<file path="src/rtl/imm_gen_pipe_if.sv">
// imm_gen_pipe_if: instruction-in / immediate-out handshake bundle for imm_gen_pipe.
// The illegal flag exists only when IMMGEN_ILLEGAL_EN is defined.
interface imm_gen_pipe_if #(
  parameter int unsigned XLEN = 32
);
  logic            in_valid;
  logic            in_ready;
  logic [31:0]     inst_code;
  logic            out_valid;
  logic            out_ready;
  logic [XLEN-1:0] imm_out;
  logic [2:0]      imm_fmt;
`ifdef IMMGEN_ILLEGAL_EN
  logic            illegal;

  // Producer of instructions / consumer of immediates
  modport master (
    output in_valid, inst_code, out_ready,
    input  in_ready, out_valid, imm_out, imm_fmt, illegal
  );

  // The immediate generator itself
  modport slave (
    input  in_valid, inst_code, out_ready,
    output in_ready, out_valid, imm_out, imm_fmt, illegal
  );
`else
  // Producer of instructions / consumer of immediates
  modport master (
    output in_valid, inst_code, out_ready,
    input  in_ready, out_valid, imm_out, imm_fmt
  );

  // The immediate generator itself
  modport slave (
    input  in_valid, inst_code, out_ready,
    output in_ready, out_valid, imm_out, imm_fmt
  );
`endif
endinterface

</file>
<file path="src/rtl/imm_gen_pipe.sv">
// imm_gen_pipe: registered RISC-V immediate generator with a 2-entry skid buffer.
// Optional feature macro: IMMGEN_ILLEGAL_EN adds a registered illegal flag per entry.
// Instructions are decoded before storage; main entry drives outputs, skid holds one more.
module imm_gen_pipe #(
  parameter int unsigned XLEN = 32
) (
  input  logic            clk,
  input  logic            reset,
  input  logic            flush,
  imm_gen_pipe_if.slave   bus
);

  localparam int unsigned FMT_W = 3;

  localparam logic [FMT_W-1:0] FMT_NONE = 3'd0;
  localparam logic [FMT_W-1:0] FMT_I    = 3'd1;
  localparam logic [FMT_W-1:0] FMT_S    = 3'd2;
  localparam logic [FMT_W-1:0] FMT_B    = 3'd3;
  localparam logic [FMT_W-1:0] FMT_U    = 3'd4;
  localparam logic [FMT_W-1:0] FMT_J    = 3'd5;
  localparam logic [FMT_W-1:0] FMT_Z    = 3'd6;

  localparam logic [6:0] OP_LOAD     = 7'b0000011;
  localparam logic [6:0] OP_IMM      = 7'b0010011;
  localparam logic [6:0] OP_JALR     = 7'b1100111;
  localparam logic [6:0] OP_IMM_32   = 7'b0011011;
  localparam logic [6:0] OP_STORE    = 7'b0100011;
  localparam logic [6:0] OP_BRANCH   = 7'b1100011;
  localparam logic [6:0] OP_LUI      = 7'b0110111;
  localparam logic [6:0] OP_AUIPC    = 7'b0010111;
  localparam logic [6:0] OP_JAL      = 7'b1101111;
  localparam logic [6:0] OP_SYSTEM   = 7'b1110011;

  // Buffer occupancy states
  localparam logic [1:0] S_EMPTY = 2'd0;
  localparam logic [1:0] S_ONE   = 2'd1;
  localparam logic [1:0] S_TWO   = 2'd2;

  if ((XLEN != 32) && (XLEN != 64)) begin : g_xlen_bad
    $error("imm_gen_pipe: XLEN must be 32 or 64");
  end

  logic [31:0]      inst;
  logic [6:0]       opcode;
  logic [XLEN-1:0]  dec_imm;
  logic [FMT_W-1:0] dec_fmt;

  logic [1:0]       state_q, state_d;
  logic             out_valid_q, out_valid_d;
  logic             in_ready_q, in_ready_d;
  logic             accept, pop;
  logic             main_ld_dec, main_ld_skid, skid_ld, clr;

  logic [XLEN-1:0]  main_imm, skid_imm;
  logic [FMT_W-1:0] main_fmt, skid_fmt;

  assign inst   = bus.inst_code;
  assign opcode = inst[6:0];

  // Combinational immediate decode of the incoming instruction
  always_comb begin
    dec_imm = '0;
    dec_fmt = FMT_NONE;
    case (opcode)
      OP_LOAD, OP_IMM, OP_JALR: begin
        dec_imm = XLEN'($signed(inst[31:20]));
        dec_fmt = FMT_I;
      end
      OP_IMM_32: begin
        if (XLEN == 64) begin
          dec_imm = XLEN'($signed(inst[31:20]));
          dec_fmt = FMT_I;
        end
      end
      OP_STORE: begin
        dec_imm = XLEN'($signed({inst[31:25], inst[11:7]}));
        dec_fmt = FMT_S;
      end
      OP_BRANCH: begin
        dec_imm = XLEN'($signed({inst[31], inst[7], inst[30:25], inst[11:8], 1'b0}));
        dec_fmt = FMT_B;
      end
      OP_LUI, OP_AUIPC: begin
        dec_imm = XLEN'($signed({inst[31:12], 12'b0}));
        dec_fmt = FMT_U;
      end
      OP_JAL: begin
        dec_imm = XLEN'($signed({inst[31], inst[19:12], inst[20], inst[30:21], 1'b0}));
        dec_fmt = FMT_J;
      end
      OP_SYSTEM: begin
        if (inst[14]) begin
          dec_imm = XLEN'(inst[19:15]);
          dec_fmt = FMT_Z;
        end
      end
      default: begin
        dec_imm = '0;
        dec_fmt = FMT_NONE;
      end
    endcase
  end

`ifdef IMMGEN_ILLEGAL_EN
  logic dec_ill;
  logic main_ill, skid_ill;

  // Illegal: non-32-bit encoding, or no immediate format except the CSR register forms
  always_comb begin
    dec_ill = (inst[1:0] != 2'b11) ||
              ((dec_fmt == FMT_NONE) && !((opcode == OP_SYSTEM) && !inst[14]));
  end
`endif

  assign accept = bus.in_valid && in_ready_q && !flush;
  assign pop    = out_valid_q && bus.out_ready;

  // Occupancy FSM state and handshake flops
  always_ff @(posedge clk) begin
    if (reset) begin
      state_q     <= S_EMPTY;
      out_valid_q <= 1'b0;
      in_ready_q  <= 1'b1;
    end else begin
      state_q     <= state_d;
      out_valid_q <= out_valid_d;
      in_ready_q  <= in_ready_d;
    end
  end

  // Next occupancy and buffer load controls
  always_comb begin
    state_d      = state_q;
    main_ld_dec  = 1'b0;
    main_ld_skid = 1'b0;
    skid_ld      = 1'b0;
    clr          = 1'b0;
    if (flush) begin
      state_d = S_EMPTY;
      clr     = 1'b1;
    end else begin
      case (state_q)
        S_EMPTY: begin
          if (accept) begin
            main_ld_dec = 1'b1;
            state_d     = S_ONE;
          end
        end
        S_ONE: begin
          if (accept && pop) begin
            main_ld_dec = 1'b1;
          end else if (accept) begin
            skid_ld = 1'b1;
            state_d = S_TWO;
          end else if (pop) begin
            state_d = S_EMPTY;
          end
        end
        S_TWO: begin
          if (pop) begin
            main_ld_skid = 1'b1;
            state_d      = S_ONE;
          end
        end
        default: begin
          state_d = S_EMPTY;
        end
      endcase
    end
    out_valid_d = (state_d != S_EMPTY);
    in_ready_d  = (state_d != S_TWO);
  end

  // Main and skid entry storage
  always_ff @(posedge clk) begin
    if (reset || clr) begin
      main_imm <= '0;
      main_fmt <= FMT_NONE;
      skid_imm <= '0;
      skid_fmt <= FMT_NONE;
    end else begin
      if (main_ld_dec) begin
        main_imm <= dec_imm;
        main_fmt <= dec_fmt;
      end else if (main_ld_skid) begin
        main_imm <= skid_imm;
        main_fmt <= skid_fmt;
      end
      if (skid_ld) begin
        skid_imm <= dec_imm;
        skid_fmt <= dec_fmt;
      end
    end
  end

`ifdef IMMGEN_ILLEGAL_EN
  // Illegal flag travels with its entry
  always_ff @(posedge clk) begin
    if (reset || clr) begin
      main_ill <= 1'b0;
      skid_ill <= 1'b0;
    end else begin
      if (main_ld_dec) begin
        main_ill <= dec_ill;
      end else if (main_ld_skid) begin
        main_ill <= skid_ill;
      end
      if (skid_ld) begin
        skid_ill <= dec_ill;
      end
    end
  end

  assign bus.illegal = main_ill;
`endif

  assign bus.in_ready  = in_ready_q;
  assign bus.out_valid = out_valid_q;
  assign bus.imm_out   = main_imm;
  assign bus.imm_fmt   = main_fmt;

endmodule

</file>
<file path="src/flat_wrapper.sv">
// flat-port wrapper written by rule: the top's interface ports become plain ports
module imm_gen_pipe_flat 
#(
  parameter int unsigned XLEN = 32
)
  (clk, reset, flush, bus_in_valid, bus_inst_code, bus_out_ready, bus_in_ready, bus_out_valid, bus_imm_out, bus_imm_fmt);
  imm_gen_pipe_if #(.XLEN(XLEN)) bus_i ();
  input  logic clk;
  input  logic reset;
  input  logic flush;
  input wire logic [$bits(bus_i.in_valid)-1:0] bus_in_valid;
  input wire logic [$bits(bus_i.inst_code)-1:0] bus_inst_code;
  input wire logic [$bits(bus_i.out_ready)-1:0] bus_out_ready;
  output wire logic [$bits(bus_i.in_ready)-1:0] bus_in_ready;
  output wire logic [$bits(bus_i.out_valid)-1:0] bus_out_valid;
  output wire logic [$bits(bus_i.imm_out)-1:0] bus_imm_out;
  output wire logic [$bits(bus_i.imm_fmt)-1:0] bus_imm_fmt;
  assign bus_i.in_valid = bus_in_valid;
  assign bus_i.inst_code = bus_inst_code;
  assign bus_i.out_ready = bus_out_ready;
  assign bus_in_ready = bus_i.in_ready;
  assign bus_out_valid = bus_i.out_valid;
  assign bus_imm_out = bus_i.imm_out;
  assign bus_imm_fmt = bus_i.imm_fmt;
  imm_gen_pipe #(.XLEN(XLEN)) u_core (.clk(clk), .reset(reset), .flush(flush), .bus(bus_i));
endmodule
</file>
<file path="config.mk">
export PLATFORM = sky130hd
export DESIGN_NAME = imm_gen_pipe_flat
export DESIGN_NICKNAME = d
export VERILOG_FILES = /design/src/rtl/imm_gen_pipe_if.sv /design/src/rtl/imm_gen_pipe.sv /design/src/flat_wrapper.sv
export SDC_FILE = /design/constraint.sdc
export NUM_CORES = 1
export LEC_CHECK = 0
export CAP_MARGIN = 15
export CORE_MARGIN = 1
export CORE_UTILIZATION = 45
export CTS_CLUSTER_SIZE = 28
export DETAILED_ROUTE_END_ITERATION = 8
export GPL_TIMING_DRIVEN = 0
export MAX_ROUTING_LAYER = met4
export PLACE_DENSITY = 0.72
export SYNTH_ARGS = -nofsm -noshare
export SYNTH_HDL_FRONTEND = slang
export SYNTH_SLANG_ARGS = --single-unit
</file>
<file path="constraint.sdc">
create_clock -name clk -period 2.15 [get_ports clk]
set_clock_uncertainty 0.15 [all_clocks]
set_input_delay 0.43 -clock clk [delete_from_list [all_inputs] [get_ports clk]]
set_output_delay 0.43 -clock clk [all_outputs]
set_load 0.03 [all_outputs]
</file>
After elaboration in Yosys (flattened, before gate mapping)

Cells that the tools add are included.

Register bits: 74
Latch bits: 0
RAM bits: 0
Memory bits (read-only): 0
Bits of input ports: 37
Output and inout port bits: 37
Word-level logic and storage cells: 56
Memories kept: 0

Add/sub/neg operators: 0
Multiply operators: 0
Divide/modulo/power cells: 0
$lt $le $gt $ge: 0
Equal/unequal tests: 12
Shift-type cells: 0
Muxes and demuxes: 26
Bitwise operators: 0
Reduce and logical (&&, ||, !) cells: 11

Operator list:

| operator                                                        | number |
|---|---|
| 32-bit one-hot mux with 6 select lines                          | 1 |
| 32-bit 2-to-1 mux                                               | 2 |
| 7-bit == test, second input constant                            | 4 |
| 3-bit one-hot mux with 6 select lines                           | 1 |
| 7-bit by 5-bit == test with 1-bit output, second input constant | 2 |
| 7-bit by 6-bit == test with 1-bit output, second input constant | 2 |
| 2-bit 2-to-1 mux                                                | 6 |
| 1-bit 2-to-1 mux                                                | 10 |
| 3-bit 2-to-1 mux                                                | 3 |
| 7-bit by 2-bit == test with 1-bit output, second input constant | 1 |
| 2-bit one-hot mux with 3 select lines                           | 1 |
| 5-bit 2-to-1 mux                                                | 1 |
| 1-bit logical AND                                               | 4 |
| 2-bit nonzero test                                              | 2 |
| 3-bit OR reduction                                              | 1 |
| 2-bit by 1-bit == test with 1-bit output, second input constant | 1 |
| 2-bit == test, second input constant                            | 1 |
| 2-bit zero test                                                 | 1 |
| 2-bit != test, second input constant                            | 1 |
| 1-bit one-hot mux with 2 select lines                           | 1 |
| 2-bit OR reduction                                              | 1 |
| 1-bit zero test                                                 | 1 |
| 1-bit logical OR                                                | 1 |

Longest topological paths before layout

Gate-level depths: netlist of run 1.

Word-level depth: 7
Gate-level depth with buffers: 6
Gate-level depth less buffers: 4

Worst setup path before layout of run 1

No wires, ideal clock.

Kind: register to register
Start: reg u_core.out_valid_q, in the netlist u_core.bus.out_valid
End: reg u_core.main_imm[18], in the netlist u_core.bus.imm_out[18]
Library setup time: 95 ps
Data arrival time: 1,629 ps
Required time: 1,905 ps
Slack: 275 ps
Cell stages (with the launch flop): 6
Path buffers: 1
Period minus slack after synthesis: 1,875 ps
Cells stage by stage: dfxtp_1 -> a21boi_0 -> nor3_2 -> buf_4 -> a21oi_1 -> a221oi_1

Cells in the longest elaborated chain, start to end: 6
Elaborated cells between the ends (all ways): 10
Those cells by class: mux (7); reduce/logical (3)

Ends and longest elaborated chain:

| element                                                        | line                | RTL |
|---|---|---|
| from (decl)                                                    | imm_gen_pipe.sv:49  | `logic out_valid_q, out_valid_d;` |
| from (signal assigned)                                         | imm_gen_pipe.sv:126 | `out_valid_q <= out_valid_d;` |
| 1-bit logical AND (*)                                          | imm_gen_pipe.sv:116 | `assign pop = out_valid_q && bus.out_ready;` |
| 1-bit logical AND                                              | imm_gen_pipe.sv:150 | `if (accept && pop) begin` |
| 1-bit 2-to-1 mux                                               | imm_gen_pipe.sv:150 |  |
| 1-bit one-hot mux with 2 select lines                          | imm_gen_pipe.sv:142 | `case (state_q)` |
| 1-bit 2-to-1 mux                                               | imm_gen_pipe.sv:138 | `if (flush) begin` |
| 32-bit 2-to-1 mux / 2-bit nonzero test (equally long branches) | -                   |  |
| to (signal assigned)                                           | imm_gen_pipe.sv:183 | `main_imm <= dec_imm;` |
| to (signal assigned)                                           | imm_gen_pipe.sv:186 | `main_imm <= skid_imm;` |
| to (decl)                                                      | imm_gen_pipe.sv:54  | `logic [XLEN-1:0] main_imm, skid_imm;` |

Mark *: on every way between the ends. The rest lies on a longest branch, timed or not.
A chain may end at the register's enable or synchronous reset.

Worst setup path after layout of run 1

Start: reg u_core.out_valid_q, in the netlist u_core.bus.out_valid
End: out bus_out_valid

RTL lines:

| element   | line               | RTL |
|---|---|---|
| to (decl) | flat_wrapper.sv:15 | `output wire logic [$bits(bus_i.out_valid)-1:0] bus_out_valid;` |

No word-level cell between the ends.

==> results.md, run 1 <==
* Status: complete, no violations
* Largest family of logic cells by synthesized area: compound AO/OA/AOI/OAI gates
* CP max FO at 5
* Req. time, crit path at about 1.6 ns
* Slew @ Worst Pin at 0.667 ns
* Final non-filler cell total at 579
* DR DRC count at 0
* Final #Nets at a little over 500
* Placer Congestion at 0.931
* Compound-Gate Fraction of Synth Area at 33.3%
* Adder-cell area share of the yosys netlist at 0%
* Place WS at -0.525 ns
* Worst setup EP type: primary output
* CP peak stage delay at just over 0.7 ns
* Top FF cell, synth: dfxtp_1
* Initial core utilization at 47.5%
* Reg-to-reg startpoint: u_core.state_q[1]
* CP arrival at 1.48 ns
* Input/output buffers at 70
* WP buf/inv at 1
* Yosys top cell by area: dfxtp_1
* Setup CP Type: reg -> out
* Mapped cell area at about 3500 um^2
* Area delta synth->final at 32.5%
* TritonCTS clock tree: built
* Dpl hpwl at approximately 7400 um
* CTS Hold Bufs at 0
* Crit path from: u_core.bus.out_valid
* Rel. slew slack at a little under three fifths
* Pwr Density at 656 nW/um^2
* Flop2flop setup slack at about 0.21 ns
* Root Buffer: clkbuf_8
* Startpoint types: flip-flop
* Post-Synth Simple-Gate Area at 14.9%
* Final period util at between 90% and 100%
* Commonest cells in the netlist: 74 x dfxtp_1, 52 x a21oi_1, 48 x nand2_1
* First-pass DRT Iterations at 6
* Crit Reg-Reg Endpoint: u_core.bus.imm_out[2]
* Routed wire length at 10,700 um
* Die height at 90.4 um
* Post-synth top area share at 42.1%
* Cell depth of the worst setup path at 1
* Synth Warn # at 0
* Clock Path Buffers at 2
* Crit path to: bus_out_valid
* Max_cap viols at 0
* Vias at 3,527
* Fin. Hold Viols at 0
* Area of the multi-input gates at around 1900 um^2
* Die width at between 90 and 100 um
* XOR/XNOR Fraction of Synth Area at 0%
* Congestion Overflow GR at 0
* WHS at 0.305 ns
* Sequential area share after synthesis at 42.1%
* Worst R2R Path Depth at 6
* Post-synth EDFFs at 0
* Final instance area at 4660 um^2
* Critical-path cell list: clkdlybuf4s50_1
* GRT Util Overall at 27.6%
* Cell variety after synth at 55
* CTS H-tree depth at 3
* Initial antenna violation count at 0
* #FFs+latches synth at 74
* Placed cells at 560
* Crit-path leading delay family: buffers and inverters
* CORE AREA at 7410 um^2
* Io pins at between 70 and 80
* Synth Instances at 391
* Post-Syn Area per Cell at 9.00 um^2
* Reg area at ~1500 um^2
* HP Class: in -> reg
* Layout Utilization at ~63%
* Fraction of synthesized area in multiplexers at 3.98%
* Syn nets at 428
* CTS Buf Count at 9
* Top-count cell post-synth: dfxtp_1
* Ant. Diodes at 0
* Unrepaired setup endpoints after global routing: yes
* Pleak at 1.64 nW
* Ys async rst share at 0%
* Skew-Pair Late Insertion Delay at about 0.35 ns
* First-pass GRT wire length at 17,300 um
* Fillcell total at 639
* Die Area at around 8200 um^2
* Peak VDD IR at 347 uV
* Antenna viol nets, final at 0
* Iteration-0 DRC count of the detailed router at 259
* PnR worst setup slack at 0.0862 ns
* Sink Count at 74
* Fmax at 485 MHz
* Minimum clock period at 2.06 ns
* Largest net degree at the start of global routing at 13
* Pins Over Slew Limit at 0
* Via density per instance at 6.09
* Fraction of layout cells with a size suffix above 1 at about 15%
* Area contributors post-synth: dfxtp_1 42%, a21oi_1 7.4%, nand2_1 5.1%
* Vias in the first global route at 3,414
* Dpl cell area at 4340 um^2
* Avg WL per Cell at 18.4 um
* Final setup vio count at 0
* Rows at 31
* CTS clock-pin slew for the worst setup and hold paths at 0.08 ns
* CP max stage cell: clkdlybuf4s50_1
## worst reg2reg max path, cell delays in order (launching register included)
cell      delay, ns
dfxtp_1        0.54
nand4b_4       0.20
or2_1          0.26
buf_2          0.16
buf_2          0.22
mux2i_1        0.18
o22ai_1        0.10
## metrics by stage
step                setup TNS (ns)  power, W
global route              -0.00428   0.00316
detailed placement          -25.78   0.00178
finish                           0   0.00306
floorplan                        0   0.00163
global placement            -23.16   0.00178
CTS                              0   0.00305
## worst min path at each step
stage | cells after the start | to | slack, ns | startpoint
6_report | 4 | u_core.skid_fmt[1] | 0.31 | bus_inst_code[3]
5_1_grt | 2 | u_core.skid_imm[5] | 0.33 | u_core.skid_imm[5]
4_1_cts | 4 | u_core.skid_fmt[1] | 0.30 | bus_inst_code[3]
3_5_place_dp | 2 | u_core.skid_imm[7] | 0.30 | u_core.skid_imm[7]
3_3_place_gp | 2 | u_core.skid_imm[7] | 0.29 | u_core.skid_imm[7]
2_1_floorplan | 2 | u_core.skid_imm[10] | 0.28 | u_core.skid_imm[10]
## final cells by class
type	instances	share of cell area [%]
inverters	7	0.564
multi-input cells	279	40.2
clock buffers	10	2.74
repair buffers	73	15.8
plain buffers	32	3.97
flip-flops and latches	74	31.8
clock inverters	5	2.23
well taps	99	2.66
## flip-flops by register name, indices dropped and copies added, names as in the netlist
signal,cells
u_core.state_q,2
u_core.bus.imm_fmt,3
u_core.skid_fmt,3
u_core.skid_imm,32
u_core.bus.in_ready,1
u_core.bus.out_valid,1
u_core.bus.imm_out,32
## metal layers
layer | share of wire [%] | global-route usage, %
met5 | 0 | -
met4 | 4.1 | 14.7
met3 | 9.0 | 6.23
met2 | 45 | 42.8
met1 | 41 | 33.6
## what timing repair did
action                                  CTS  global route
endpoints found under the setup margin   42            55
pin swaps                                 2             2
resized for setup                         4            16
cloned                                    0             1
setup buffers                             3             0
## cells in the final DEF (no fill, tap or decap), types with 2 or more instances in the layout
cell type        Yosys  final
nand2_1             48     47
a221oi_1             7      7
nand4b_1             2      2
a21oi_1             52     51
o21a_1              13     13
clkbuf_8             0      9
bufinv_16            0      3
buf_6                4      4
o31ai_1              2      2
nor3_1               5      5
nor4_4               1      2
clkdlybuf4s50_1      0     69
a211oi_1            20     19
nand3_1              7      7
nor3_2               2      2
a21oi_2              2      3
o211ai_1             6      6
nand2b_1             2      2
buf_4                2      5
clkbuf_1            13     10
inv_1                7      7
o21ai_0             29     29
o2bb2ai_1            6      6
dfxtp_1             74     74
a211oi_2            11     12
mux2i_1             14     14
o22ai_1              9      9
buf_2               12      9
nand3b_1             2      2
clkbuf_4             0      2
clkbuf_2             0      4
nor2_2               2      2
a22oi_1              4      4
nor2_1               6      6
## report_power, final
group          leakage [nW]  switching (W)  internal, W
clock                 0.116       0.000522     0.000765
combinational         0.926       0.000210     0.000159
sequential            0.598      0.0000129      0.00139
total                  1.64       0.000745      0.00231
## cell families after synthesis
family | count (synthesis)
buffers and inverters | 39
AND/OR/NAND/NOR | 92
flip-flops | 74
multiplexers | 14
AO/OA/AOI/OAI | 172
No activity file was read; power rests on OpenSTA's default activity.
==> run 2, diff against run 1 <==
- CTS_CLUSTER_DIAMETER: not set -> 30
- SLEW_MARGIN: not set -> 0
==> results of run 2 <==
Same layout as run 1: the final DEF is identical, and so are final timing and power.
